$ cat src/rtl/audio_pkg.sv
// Shared types and constants for the audio output scheduler.
package audio_pkg;

    localparam int SAMPLE_W = 32;
    localparam int MIN_DIV  = 2;

    typedef enum logic [1:0] {
        ST_IDLE = 2'd0,
        ST_RUN  = 2'd1,
        ST_DONE = 2'd2
    } state_e;

endpackage

$ cat src/rtl/sample_rate_divider.sv
// Free-running period counter: pulses tick on the last cycle of each period
// and restarts from zero whenever clear is held.
module sample_rate_divider #(
    parameter int DIV_W = 16
) (
    input  logic             c,
    input  logic             r,
    input  logic             clear,
    input  logic [DIV_W-1:0] div_l,
    output logic             tick
);

    logic [DIV_W-1:0] cnt_q;
    logic [DIV_W-1:0] cnt_d;
    logic             wrap;

    always_comb begin
        wrap  = (cnt_q == (div_l - DIV_W'(1)));
        tick  = !clear && wrap;
        cnt_d = cnt_q + DIV_W'(1);
        if (clear || wrap) begin
            cnt_d = '0;
        end
    end

    always_ff @(posedge c) begin
        if (r) begin
            cnt_q <= '0;
        end else begin
            cnt_q <= cnt_d;
        end
    end

endmodule

$ cat src/rtl/audio_output_scheduler.sv
// Paces a one-entry sample buffer onto x at a programmable period, counting
// underruns and stopping after a programmed number of ticks.
module audio_output_scheduler
    import audio_pkg::*;
#(
    parameter int W     = SAMPLE_W,
    parameter int DIV_W = 16,
    parameter int LEN_W = 32,
    parameter int UC_W  = 16
) (
    input  logic             c,
    input  logic             r,
    input  logic             en,
    input  logic [DIV_W-1:0] div,
    input  logic [LEN_W-1:0] len,
    input  logic [W-1:0]     s_data,
    input  logic             s_valid,
    output logic             s_ready,
    output logic [W-1:0]     x,
    output logic             x_stb,
    output logic             busy,
    output logic             done,
    output logic [UC_W-1:0]  underrun_cnt
);

    state_e           state_q, state_d;
    logic [DIV_W-1:0] div_l_q, div_l_d;
    logic [LEN_W-1:0] len_l_q, len_l_d;
    logic [LEN_W-1:0] played_q, played_d;
    logic             buf_full_q, buf_full_d;
    logic [W-1:0]     buf_q, buf_d;
    logic [W-1:0]     x_q, x_d;
    logic             x_stb_q, x_stb_d;
    logic [UC_W-1:0]  underrun_q, underrun_d;
    logic             tick;
    logic             xfer;

    sample_rate_divider #(
        .DIV_W(DIV_W)
    ) u_div (
        .c    (c),
        .r    (r),
        .clear(state_q != ST_RUN),
        .div_l(div_l_q),
        .tick (tick)
    );

    assign s_ready      = (state_q == ST_RUN) && !buf_full_q;
    assign busy         = (state_q == ST_RUN);
    assign done         = (state_q == ST_DONE);
    assign x            = x_q;
    assign x_stb        = x_stb_q;
    assign underrun_cnt = underrun_q;
    assign xfer         = s_valid && s_ready;

    always_comb begin
        state_d    = state_q;
        div_l_d    = div_l_q;
        len_l_d    = len_l_q;
        played_d   = played_q;
        buf_full_d = buf_full_q;
        buf_d      = buf_q;
        x_d        = x_q;
        x_stb_d    = 1'b0;
        underrun_d = underrun_q;

        case (state_q)
            ST_IDLE: begin
                if (en) begin
                    state_d    = ST_RUN;
                    div_l_d    = (div < DIV_W'(MIN_DIV)) ? DIV_W'(MIN_DIV) : div;
                    len_l_d    = len;
                    played_d   = '0;
                    underrun_d = '0;
                    buf_full_d = 1'b0;
                end
            end
            ST_RUN: begin
                if (!en) begin
                    // Disable wins over a coincident tick: nothing is strobed out.
                    state_d    = ST_IDLE;
                    buf_full_d = 1'b0;
                end else begin
                    if (tick) begin
                        x_stb_d  = 1'b1;
                        played_d = played_q + LEN_W'(1);
                        if (buf_full_q) begin
                            x_d        = buf_q;
                            buf_full_d = 1'b0;
                        end else if (underrun_q != '1) begin
                            underrun_d = underrun_q + UC_W'(1);
                        end
                    end
                    // Only possible with an empty buffer, so it never collides with a drain.
                    if (xfer) begin
                        buf_full_d = 1'b1;
                        buf_d      = s_data;
                    end
                    if (tick && (len_l_q != '0) && (played_d == len_l_q)) begin
                        state_d    = ST_DONE;
                        buf_full_d = 1'b0;
                    end
                end
            end
            ST_DONE: begin
                buf_full_d = 1'b0;
                if (!en) begin
                    state_d = ST_IDLE;
                end
            end
            default: begin
                state_d    = ST_IDLE;
                buf_full_d = 1'b0;
            end
        endcase
    end

    always_ff @(posedge c) begin
        if (r) begin
            state_q    <= ST_IDLE;
            div_l_q    <= DIV_W'(MIN_DIV);
            len_l_q    <= '0;
            played_q   <= '0;
            buf_full_q <= 1'b0;
            buf_q      <= '0;
            x_q        <= '0;
            x_stb_q    <= 1'b0;
            underrun_q <= '0;
        end else begin
            state_q    <= state_d;
            div_l_q    <= div_l_d;
            len_l_q    <= len_l_d;
            played_q   <= played_d;
            buf_full_q <= buf_full_d;
            buf_q      <= buf_d;
            x_q        <= x_d;
            x_stb_q    <= x_stb_d;
            underrun_q <= underrun_d;
        end
    end

endmodule
$ cat config.mk
export PLATFORM = sky130hd
export DESIGN_NAME = audio_output_scheduler
export DESIGN_NICKNAME = d
export VERILOG_FILES = /design/src/rtl/audio_pkg.sv /design/src/rtl/sample_rate_divider.sv /design/src/rtl/audio_output_scheduler.sv
export SDC_FILE = /design/constraint.sdc
export NUM_CORES = 1
export LEC_CHECK = 0
export ABC_AREA = 1
export BUFFER_PORTS_ARGS = -buffer_cell sky130_fd_sc_hd__buf_4
export CELL_PAD_IN_SITES_DETAIL_PLACEMENT = 0
export CELL_PAD_IN_SITES_GLOBAL_PLACEMENT = 2
export CORE_ASPECT_RATIO = 0.8
export CORE_MARGIN = 2
export CORE_UTILIZATION = 34
export DETAILED_ROUTE_END_ITERATION = 12
export GPL_TIMING_DRIVEN = 0
export PLACE_DENSITY = 0.83
export SLEW_MARGIN = 25
export SYNTH_ARGS = -nofsm -noshare
export SYNTH_HDL_FRONTEND = slang
export SYNTH_HIERARCHICAL = 1
export SYNTH_SLANG_ARGS = --single-unit
$ cat constraint.sdc
create_clock -name c -period 6.2 [get_ports c]
set_clock_uncertainty 0.15 [all_clocks]
set_input_delay 0.31 -clock c [delete_from_list [all_inputs] [get_ports c]]
set_output_delay 0.31 -clock c [all_outputs]
set_load 0.05 [all_outputs]
; Word-level counts from Yosys, hierarchy flattened
; Cells that the tools add are included.
; W data, S select, Z words.
[totals]
wordCells = 76
ff_bits = 180
ram_bits = 0
mem_count = 0
romBits = 0
inputBits = 84
latch_bits = 0
[op_classes]
shift = 0
div_mod_pow = 0
addsub = 4
mux = 25
reduce_logical = 20
mul = 0
eq_ne = 14
magnitude_cmp = 1
n_bitwise = 2
[op_table]
columns = op, count
row1 = $mux W32, 5
row2 = $mux W16, 6
row3 = $pmux W32 S2, 1
row4 = $add A16 B1 Y16 const B, 2
row5 = $add A32 B1 Y32 const B, 1
row6 = $eq A32 B32 Y1, 1
row7 = $pmux W16 S2, 1
row8 = $reduce_bool A32 Y1, 1
row9 = $eq A16 B16 Y1, 1
row10 = $lt A16 B2 Y1 const B, 1
row11 = $ne A16 B16 Y1 const B, 1
row12 = $sub A16 B1 Y16 const B, 1
row13 = $reduce_and A3 Y1, 3
row14 = $mux W2, 4
row15 = $ne A2 B2 Y1 const B, 4
row16 = $mux W1, 6
row17 = $ne A2 B1 Y1 const B, 3
row18 = $pmux W2 S3, 1
row19 = $reduce_and A6 Y1, 1
row20 = $logic_and A1 B1 Y1, 5
row21 = $ne A5 B2 Y1 const B, 1
row22 = $reduce_and A2 Y1, 2
row23 = $reduce_and A4 Y1, 1
row24 = $ne A3 B2 Y1 const B, 1
row25 = 10 further kinds, 12

; Depth between registers and ports, before layout
; Gate-level depths: netlist of run 1.
[logic_depth]
depth_word = 11
ltp_mapped = 28
mapped_depth_nobuf = 28

; Hierarchy
; Netlist of run 1, hierarchy kept.
[by_module_without_submodules]
columns = mod, cells_each, area_each_um2, instances, seq_area_each_um2
row1 = audio_output_scheduler, 1115, 7566.0, 1, 3283.1
row2 = sample_rate_divider, 217, 1412.6, 1, 320.3

; Least setup slack after synthesis of run 1
; No wires, ideal clock.
[synth_timing]
path_type = register -> register
from = register state_q[0]
to = register buf_full_q
required_ps = 5918
slack_ps = 2774
arrival_ps = 3144
path_stages_with_launch = 20
path_buffers = 0
cell_sequence = dfxtp_1 -> inv_1 -> nor2_1 -> inv_1 -> nor3_1 -> inv_2 -> nor2_1 -> nand3_1 -> nor2_1 -> nand2_1 -> nand2_1 -> nand2_1 -> nand2_1 -> nand2_1 -> nor2_1 -> nand2_1 -> nor2_1 -> nand3_1 -> nand3_1 -> a21oi_1
[synth_between]
elab_cells_between_ends = 20
classes_between = eq/ne: 5 / mux: 7 / reduce/logical: 8
[synth_lines]
columns = item, line_no
row1 = "start, declared", audio_output_scheduler.sv:26  ; state_e state_q, state_d;
row2 = "start signal, assigned", audio_output_scheduler.sv:130  ; state_q <= state_d;
row3 = $eq A2 B1 Y1 (*), --
row4 = net busy, audio_output_scheduler.sv:21  ; output logic busy,
row5 = $logic_and A1 B1 Y1, audio_output_scheduler.sv:48  ; assign s_ready = (state_q == ST_RUN) && !buf_full_q;
row6 = $logic_and A1 B1 Y1, audio_output_scheduler.sv:54  ; assign xfer = s_valid && s_ready;
row7 = $mux W1, audio_output_scheduler.sv:95  ; if (xfer) begin
row8 = $mux W1, audio_output_scheduler.sv:99  ; if (tick && (len_l_q != '0) && (played_d == len_l_q)) begin
row9 = $mux W1, audio_output_scheduler.sv:79  ; if (!en) begin
row10 = $pmux W1 S2, audio_output_scheduler.sv:67  ; case (state_q)
row11 = "end signal, assigned", audio_output_scheduler.sv:134  ; buf_full_q <= buf_full_d;
row12 = "end, declared", audio_output_scheduler.sv:30  ; logic buf_full_q, buf_full_d;
; Mark *: on every way through the listed nets, which the timed path passes. The rest lies on a longest branch. The select of a mux whose other input is x is not followed.
; A chain may end at the register's enable or synchronous reset.

; Worst setup path in the final report of run 1
[layout_timing]
from = register div_l_q[0]
to = register state_q[0]
[layout_between]
elab_chain_cells = 10
elab_cells_between_ends = 11
classes_between = add/sub: 1 / eq/ne: 3 / mux: 3 / reduce/logical: 4
[layout_lines]
columns = item, line_no
row1 = "start, declared", audio_output_scheduler.sv:27  ; logic [DIV_W-1:0] div_l_q, div_l_d;
row2 = "start signal, assigned", audio_output_scheduler.sv:121  ; div_l_q <= DIV_W'(MIN_DIV);
row3 = "start signal, assigned", audio_output_scheduler.sv:131  ; div_l_q <= div_l_d;
row4 = $sub A16 B1 Y16 (*), sample_rate_divider.sv:18  ; wrap = (cnt_q == (div_l - DIV_W'(1)));
row5 = $eq A16 B16 Y1 (*), sample_rate_divider.sv:18
row6 = $logic_and A1 B1 Y1 (*), sample_rate_divider.sv:19  ; tick = !clear && wrap;
row7 = net tick, audio_output_scheduler.sv:35  ; logic tick;
row8 = $mux W32, audio_output_scheduler.sv:84  ; if (tick) begin
row9 = $mux W32, audio_output_scheduler.sv:79
row10 = $mux W32, audio_output_scheduler.sv:67
row11 = $eq A32 B32 Y1, audio_output_scheduler.sv:99
row12 = $logic_and A1 B1 Y1 (*), audio_output_scheduler.sv:99
row13 = $ne A3 B2 Y1 (no line) (*), --
row14 = $reduce_and A3 Y1 (no line) (*), --
; Marks and branches as above.

==> flow_metrics.py, run 1 <==
metrics = {
    "logic_synthesis": {
        "synth_top_area_frac": 0.401,
        "synth_seq_cells": 180,
        "ys.warnings.count": 6,
        "mappedNetlistNets": 1420,
        "synth.most_common_cell": "nand2_1",
        "synthTopCellsByCount": "nand2_1, dfxtp_1, nor2_1",
        "yosysSeqAreaShare": 0.401,
        "synthTopCellsByArea": "dfxtp_1, nand2_1, nor2_1",
        "async_reset_ff_frac": 0,
        "synthesis.area_um2": 8980,
        "synth_edf_count": 0,
        "syn_area_per_cell_um2": 6.74,
        "synth_ff_type": "dfxtp_1",
        "netlist_instances": 1332,
        "yosysTopAreaCell": "dfxtp_1",
        "ys_types": 43,
    },
    "layout": {
        "nets": 1648,
        "drive_above_1_share": 0.144,
        "final_area_um2": 11800,
        "insertedDiodeCount": 0,
        "syn_to_final_growth_pct": 30.9,
    },
    "setup_path": {
        "cp_max_fo": 7,
        "path_cells": "inv_1 > ha_1 > nand2_4 > nor2_8 > nand2_2 > nand3_2 > nand2_1 > nor2_1 > nand3_2 > nor3_1 > nand2_1 > nor2_1 > nand3_1 > nand2_1 > xor2_1 > nand3_1 > nor2_1 > nand3_1 > nor2_1 > nand3_1 > nand2_1 > a21oi_1",
        "crit_path_end_kind": "flop",
        "required_ns": 6.34,
        "worst-setup-path-type": "reg -> reg",
        "cp_slowest_stage_delay_ns": 0.76,
        "cp_slowest_cell": "nor3_1",
        "cp-start-kind": "flop",
        "cp_data_arrival_time_ns": 5.06,
    },
    "drt": {
        "route.detailed.drc": 0,
        "wl_per_cell_um": 14.9,
        "num_vias": 8982,
        "antenna_left": 0,
        "drt-vias-per-instance": 4.66,
        "routed_wl_mm": 28.8,
        "drt_pre_antenna_iters": 5,
        "drtIter0Drc": 556,
    },
    "place": {
        "hpwl_mm": 21.7,
        "routabilityCongestion": 0.849,
        "portBuffers": 135,
        "placed_cell_area_um2": 10400,
    },
    "floorplan": {
        "rows": 53,
        "die_h_um": 149,
        "core_area_um2": 26100,
        "start_util": 0.344,
        "die_x_um": 186,
        "die-area_um2": 27700,
        "io_pins": 136,
    },
    "timing": {
        "worstMarginPinSlew_ns": 0.943,
        "drv_slew": 0,
        "slew_headroom": 0.366,
        "setup_viol": 0,
        "fmax_mhz": 203,
        "post-route-period-util": 0.793,
        "finalSetupTns_ns": 0,
        "hold_viol_final": 0,
        "period_needed_ns": 4.91,
        "rsz0062_at_grt": "false",
    },
    "clock_network": {
        "numCtsBuffers": 17,
        "cts_sinks": 180,
        "insertion_delay_ns": 0.45,
        "cts_buffer_depth": 2,
        "cts_setup_buffers": 0,
        "path_clk_slew_ns": 0.07,
        "htreeDepth": 4,
        "cts-resized-gates": 0,
        "cts_tree": "done",
        "cts_root_buf": "clkbuf_16",
    },
    "global_routing": {
        "grt_pass1_vias": 8458,
        "grt_usage": 0.215,
        "grt_pass1_wl_mm": 46.0,
        "grt_max_degree": 18,
        "gr-total-overflow": 0,
        "antenna_found_initial": 0,
    },
    "pwr": {
        "ir_worst_vdd_uv": 196,
        "p_per_area_nw_per_um2": 220,
        "fin_total_pwr_mw": 2.58,
        "p_leak_nw": 4.86,
    },
    "outcome": {
        "status": "finished, final reports clean",
    },
    "hold_path": {
        "hold_path.class": "in -> reg",
    },
    "flow_run": {
        "cap_violations": 0,
    },
}
## registers in the layout, summed over array words and instances (netlist names)
name / count
x_stb: 1
state_q: 2
x: 32
div_l_q: 16
buf_full_q: 1
played_q: 32
underrun_cnt: 16
len_l_q: 32
buf_q: 32
u_div/cnt_q: 16
## through the flow
step | utilization | hold slack (ns) | worst slack, ns | cells
after floorplan | - | 0.263 | 2.77 | 1332
after CTS | 0.450 | 0.00144 | 1.39 | 1929
after global routing | 0.450 | 0.00432 | 0.955 | 1929
final | 0.450 | 0.0167 | 1.29 | 1929
after global placement | 0.400 | 0.299 | 1.35 | 1824
after detailed placement | 0.400 | 0.303 | 1.40 | 1824
## path summary, 6_finish.rpt
kind              start    endpoint  slack, ns  cells past startpoint
max          div_l_q[0]  state_q[0]       1.29                     22
min reg2reg   buf_q[24]   buf_q[24]       0.32                      2
max reg2reg  div_l_q[0]  state_q[0]       1.29                     22
min          s_data[15]   buf_q[15]       0.02                      3
## critical path: cells and delay by family (launching register included)
family,cells,cell delay [ns]
buffers and inverters,1,0.14
adder cells (fa/ha/maj),1,0.30
AO/OA/AOI/OAI,1,0.07
flip-flops,1,0.36
AND/OR/NAND/NOR,18,3.60
XOR/XNOR,1,0.14
## timing repair
item | in CTS | in global routing
hold endpoints to repair | 74 | 0
endpoints found under the setup margin | 0 | 0
hold buffers | 74 | 0
## per-layer routing
metal  routed length, µm  part of all wire  vias to the layer above  global-route usage
met1               15600              0.54                     4012               0.336
met2               11200              0.39                      211               0.303
met5                   0                 0                        -                   0
met4                 209            0.0073                        0              0.0413
li1                    -                 -                     4749                   -
met3                1680             0.058                       10              0.0408
## cells by family (layout without fill, tap and decap cells)
| logic type | Yosys count | count (layout) | share of synthesized area |
|---|---|---|---|
| buffers and inverters | 174 | 414 | 0.0751 |
| AND/OR/NAND/NOR | 759 | 759 | 0.370 |
| adder cells (fa/ha/maj) | 4 | 4 | 0.00557 |
| XOR/XNOR | 35 | 35 | 0.0387 |
| AO/OA/AOI/OAI | 180 | 180 | 0.109 |
| flip-flops | 180 | 180 | 0.401 |
## layout make-up
cell class	instances	area, µm²
sequential	180	3600
clock inverter	13	144
multi-input combinational	978	4700
tap	357	447
inverter	126	473
timing repair buffer	209	1750
buffer	48	201
clock buffer	18	429
fill	2785	14400
## placed cells by master (no fill, tap or decap), types with 5 or more instances in the layout
master	synthesis	routed
o21ai_0	79	79
xnor2_1	12	12
nor2_1	164	164
nor3_1	15	15
dlygate4sd3_1	0	74
nor2_2	23	23
inv_1	120	120
or2_2	5	5
nand3b_1	14	14
clkbuf_16	0	17
a32o_1	7	7
nand2_1	378	378
nand4_1	24	24
nand3_1	111	111
inv_8	0	6
nand2_2	7	7
dfxtp_1	180	180
buf_4	1	136
a21oi_1	81	81
xor2_1	20	20
clkbuf_1	38	39
nor2_4	7	7
## power by group
group          internal (mW)  switching [mW]
sequential              1.18          0.0202
combinational          0.124           0.162
clock                  0.570           0.528
Note: power is estimated with default switching activity, not from simulation.
==> run 2: changes to the inputs <==
--- a/config.mk
+++ b/config.mk
@@ -11,10 +11,10 @@
 export CELL_PAD_IN_SITES_GLOBAL_PLACEMENT = 2
 export CORE_ASPECT_RATIO = 0.8
 export CORE_MARGIN = 2
-export CORE_UTILIZATION = 34
+export CORE_UTILIZATION = 31
 export DETAILED_ROUTE_END_ITERATION = 12
 export GPL_TIMING_DRIVEN = 0
-export PLACE_DENSITY = 0.83
+export PLACE_DENSITY = 0.76
 export SLEW_MARGIN = 25
 export SYNTH_ARGS = -nofsm -noshare
 export SYNTH_HDL_FRONTEND = slang
==> constraint.sdc (replaced) <==
create_clock -name c -period 5 [get_ports c]
set_clock_uncertainty 0.15 [all_clocks]
set_input_delay 0.25 -clock c [delete_from_list [all_inputs] [get_ports c]]
set_output_delay 0.25 -clock c [all_outputs]
set_load 0.05 [all_outputs]
==> flow_metrics.py, run 2 (same netlist as run 1, synthesis figures left out) <==
metrics = {
    "outcome": {
        "status": "finished, final reports clean",
    },
    "place": {
        "portBuffers": 135,
        "dp_cells": 1837,
        "routabilityCongestion": 0.852,
        "hpwl_mm": 22.8,
    },
    "pwr": {
        "p_per_area_nw_per_um2": 273,
        "p_leak_nw": 4.91,
        "ir_worst_vdd_uv": 248,
    },
    "drt": {
        "wl_met3_mm": 1.44,
        "num_vias": 9069,
        "drt-vias-per-instance": 4.65,
        "wl_per_cell_um": 15.5,
        "routed_wl_mm": 30.2,
        "wl_met2_mm": 11.7,
        "drt_pre_antenna_iters": 5,
        "met1Wirelength_mm": 16.6,
        "route.detailed.drc": 0,
        "top_layer_used": "met4",
        "antenna_left": 0,
        "drtIter0Drc": 558,
    },
    "timing": {
        "setup_viol": 0,
        "finalSetupTns_ns": 0,
        "drv_slew": 0,
        "hold_viol_final": 0,
        "worstMarginPinSlew_ns": 0.859,
        "fmax_mhz": 227,
        "slew_headroom": 0.425,
        "post-route-period-util": 0.881,
        "rsz0062_at_grt": "false",
        "period_needed_ns": 4.41,
    },
    "setup_path": {
        "required_ns": 5.15,
        "cp-start-kind": "flop",
        "r2r_setup_slack_ns": 0.59,
        "cp_max_fo": 5,
        "cp_data_arrival_time_ns": 4.56,
        "worst-setup-path-type": "reg -> reg",
        "crit_path_end_kind": "flop",
    },
    "layout": {
        "insertedDiodeCount": 0,
        "fillers": 3081,
        "nets": 1655,
        "final_common_cell": "nand2_1",
        "final_cells": 1950,
        "drive_above_1_share": 0.145,
        "syn_to_final_growth_pct": 32.2,
        "final_cell_mix": "nand2_1, dfxtp_1, nor2_1, buf_4, inv_1",
    },
    "floorplan": {
        "die_x_um": 194,
        "start_util": 0.317,
        "die_h_um": 156,
        "io_pins": 136,
        "core_area_um2": 28400,
        "die-area_um2": 30300,
        "rows": 55,
    },
    "clock_network": {
        "cts_root_buf": "clkbuf_16",
        "htreeDepth": 4,
        "cts_sinks": 180,
        "cts_buffer_depth": 2,
        "cts_tree": "done",
        "path_clk_slew_ns": 0.08,
        "insertion_delay_ns": 0.44,
        "numCtsBuffers": 17,
        "cts_setup_buffers": 0,
    },
    "hold_path": {
        "hold_path.class": "in -> reg",
    },
    "global_routing": {
        "gr-total-overflow": 0,
        "grt_pass1_wl_mm": 47.7,
        "grt_max_degree": 19,
        "antenna_found_initial": 0,
        "grt_usage": 0.201,
        "grt_pass1_vias": 8507,
    },
    "flow_run": {
        "cap_violations": 0,
    },
}
run 2: changes by cell type in the layout (fill, tap and decap cells not counted), sizes merged:
cell and delta:
dlygate4sd3 +7, inv +2, clkinv -1
run 2: path summary, 6_finish.rpt:
kind                   start         endpoint  depth (start not counted)
setup reg to reg  div_l_q[0]       buf_full_q                         23
setup / recovery  div_l_q[0]       buf_full_q                         23
hold / removal             r  u_div/cnt_q[13]                          4
hold reg to reg    buf_q[14]        buf_q[14]                          2
run 2: per-stage QoR:
step | power (mW) | setup WS, ns | utilization | cell area, µm² | hold slack, ns
after global routing | 3.37 | 0.0545 | 0.419 | 11900 | 0.0692
after detailed placement | 1.83 | 0.134 | 0.369 | 10500 | 0.303
after floorplan | 1.69 | 1.57 | - | 8980 | 0.203
final | 3.24 | 0.593 | 0.419 | 11900 | 0.0670
after global placement | 1.83 | 0.119 | 0.369 | 10500 | 0.297
after CTS | 3.27 | 0.124 | 0.418 | 11900 | 0.0597
run 2: what timing repair did:
item	CTS	global route
hold buffers	81	0
gates resized for setup	0	2
hold endpoints to repair	81	0
setup endpoints to repair	0	3
run 2: routing by layer:
metal,GRT usage,up-vias
met5,0,-
met2,0.277,189
met4,0.0465,0
met3,0.0392,20
li1,-,4770
met1,0.315,4090
run 2: cell type report:
| type | count | area, µm² | area share |
|---|---|---|---|
| buffer | 48 | 201 | 0.0170 |
| clock buffer | 18 | 429 | 0.0362 |
| clock inverter | 14 | 161 | 0.0136 |
| inverter | 126 | 473 | 0.0399 |
| multi-input combinational | 978 | 4710 | 0.397 |
| sequential | 180 | 3600 | 0.304 |
| tap | 370 | 463 | 0.0390 |
| timing repair buffer | 216 | 1820 | 0.154 |
run 2: critical path, stage by stage, from the launching register on:
cell      delay [ns]
dfxtp_1         0.43
inv_1           0.13
ha_1            0.30
inv_1           0.08
nand2_1         0.06
nand3b_1        0.08
nand2_1         0.06
nor2_1          0.08
nand3_1         0.09
nor2_2          0.10
nand3_2         0.15
nor3_4          0.37
nand2_1         0.17
nor2_1          0.29
nand3_1         0.14
nand2_1         0.11
xor2_1          0.15
nand3_1         0.12
nor2_1          0.40
nand3_1         0.16
nor2_1          0.29
nand3_1         0.18
nand3_1         0.10
a21oi_1         0.07
run 2: power by group:
group,internal (mW),switching [mW]
logic,0.157,0.205
clock network,0.716,0.673
registers,1.46,0.0255
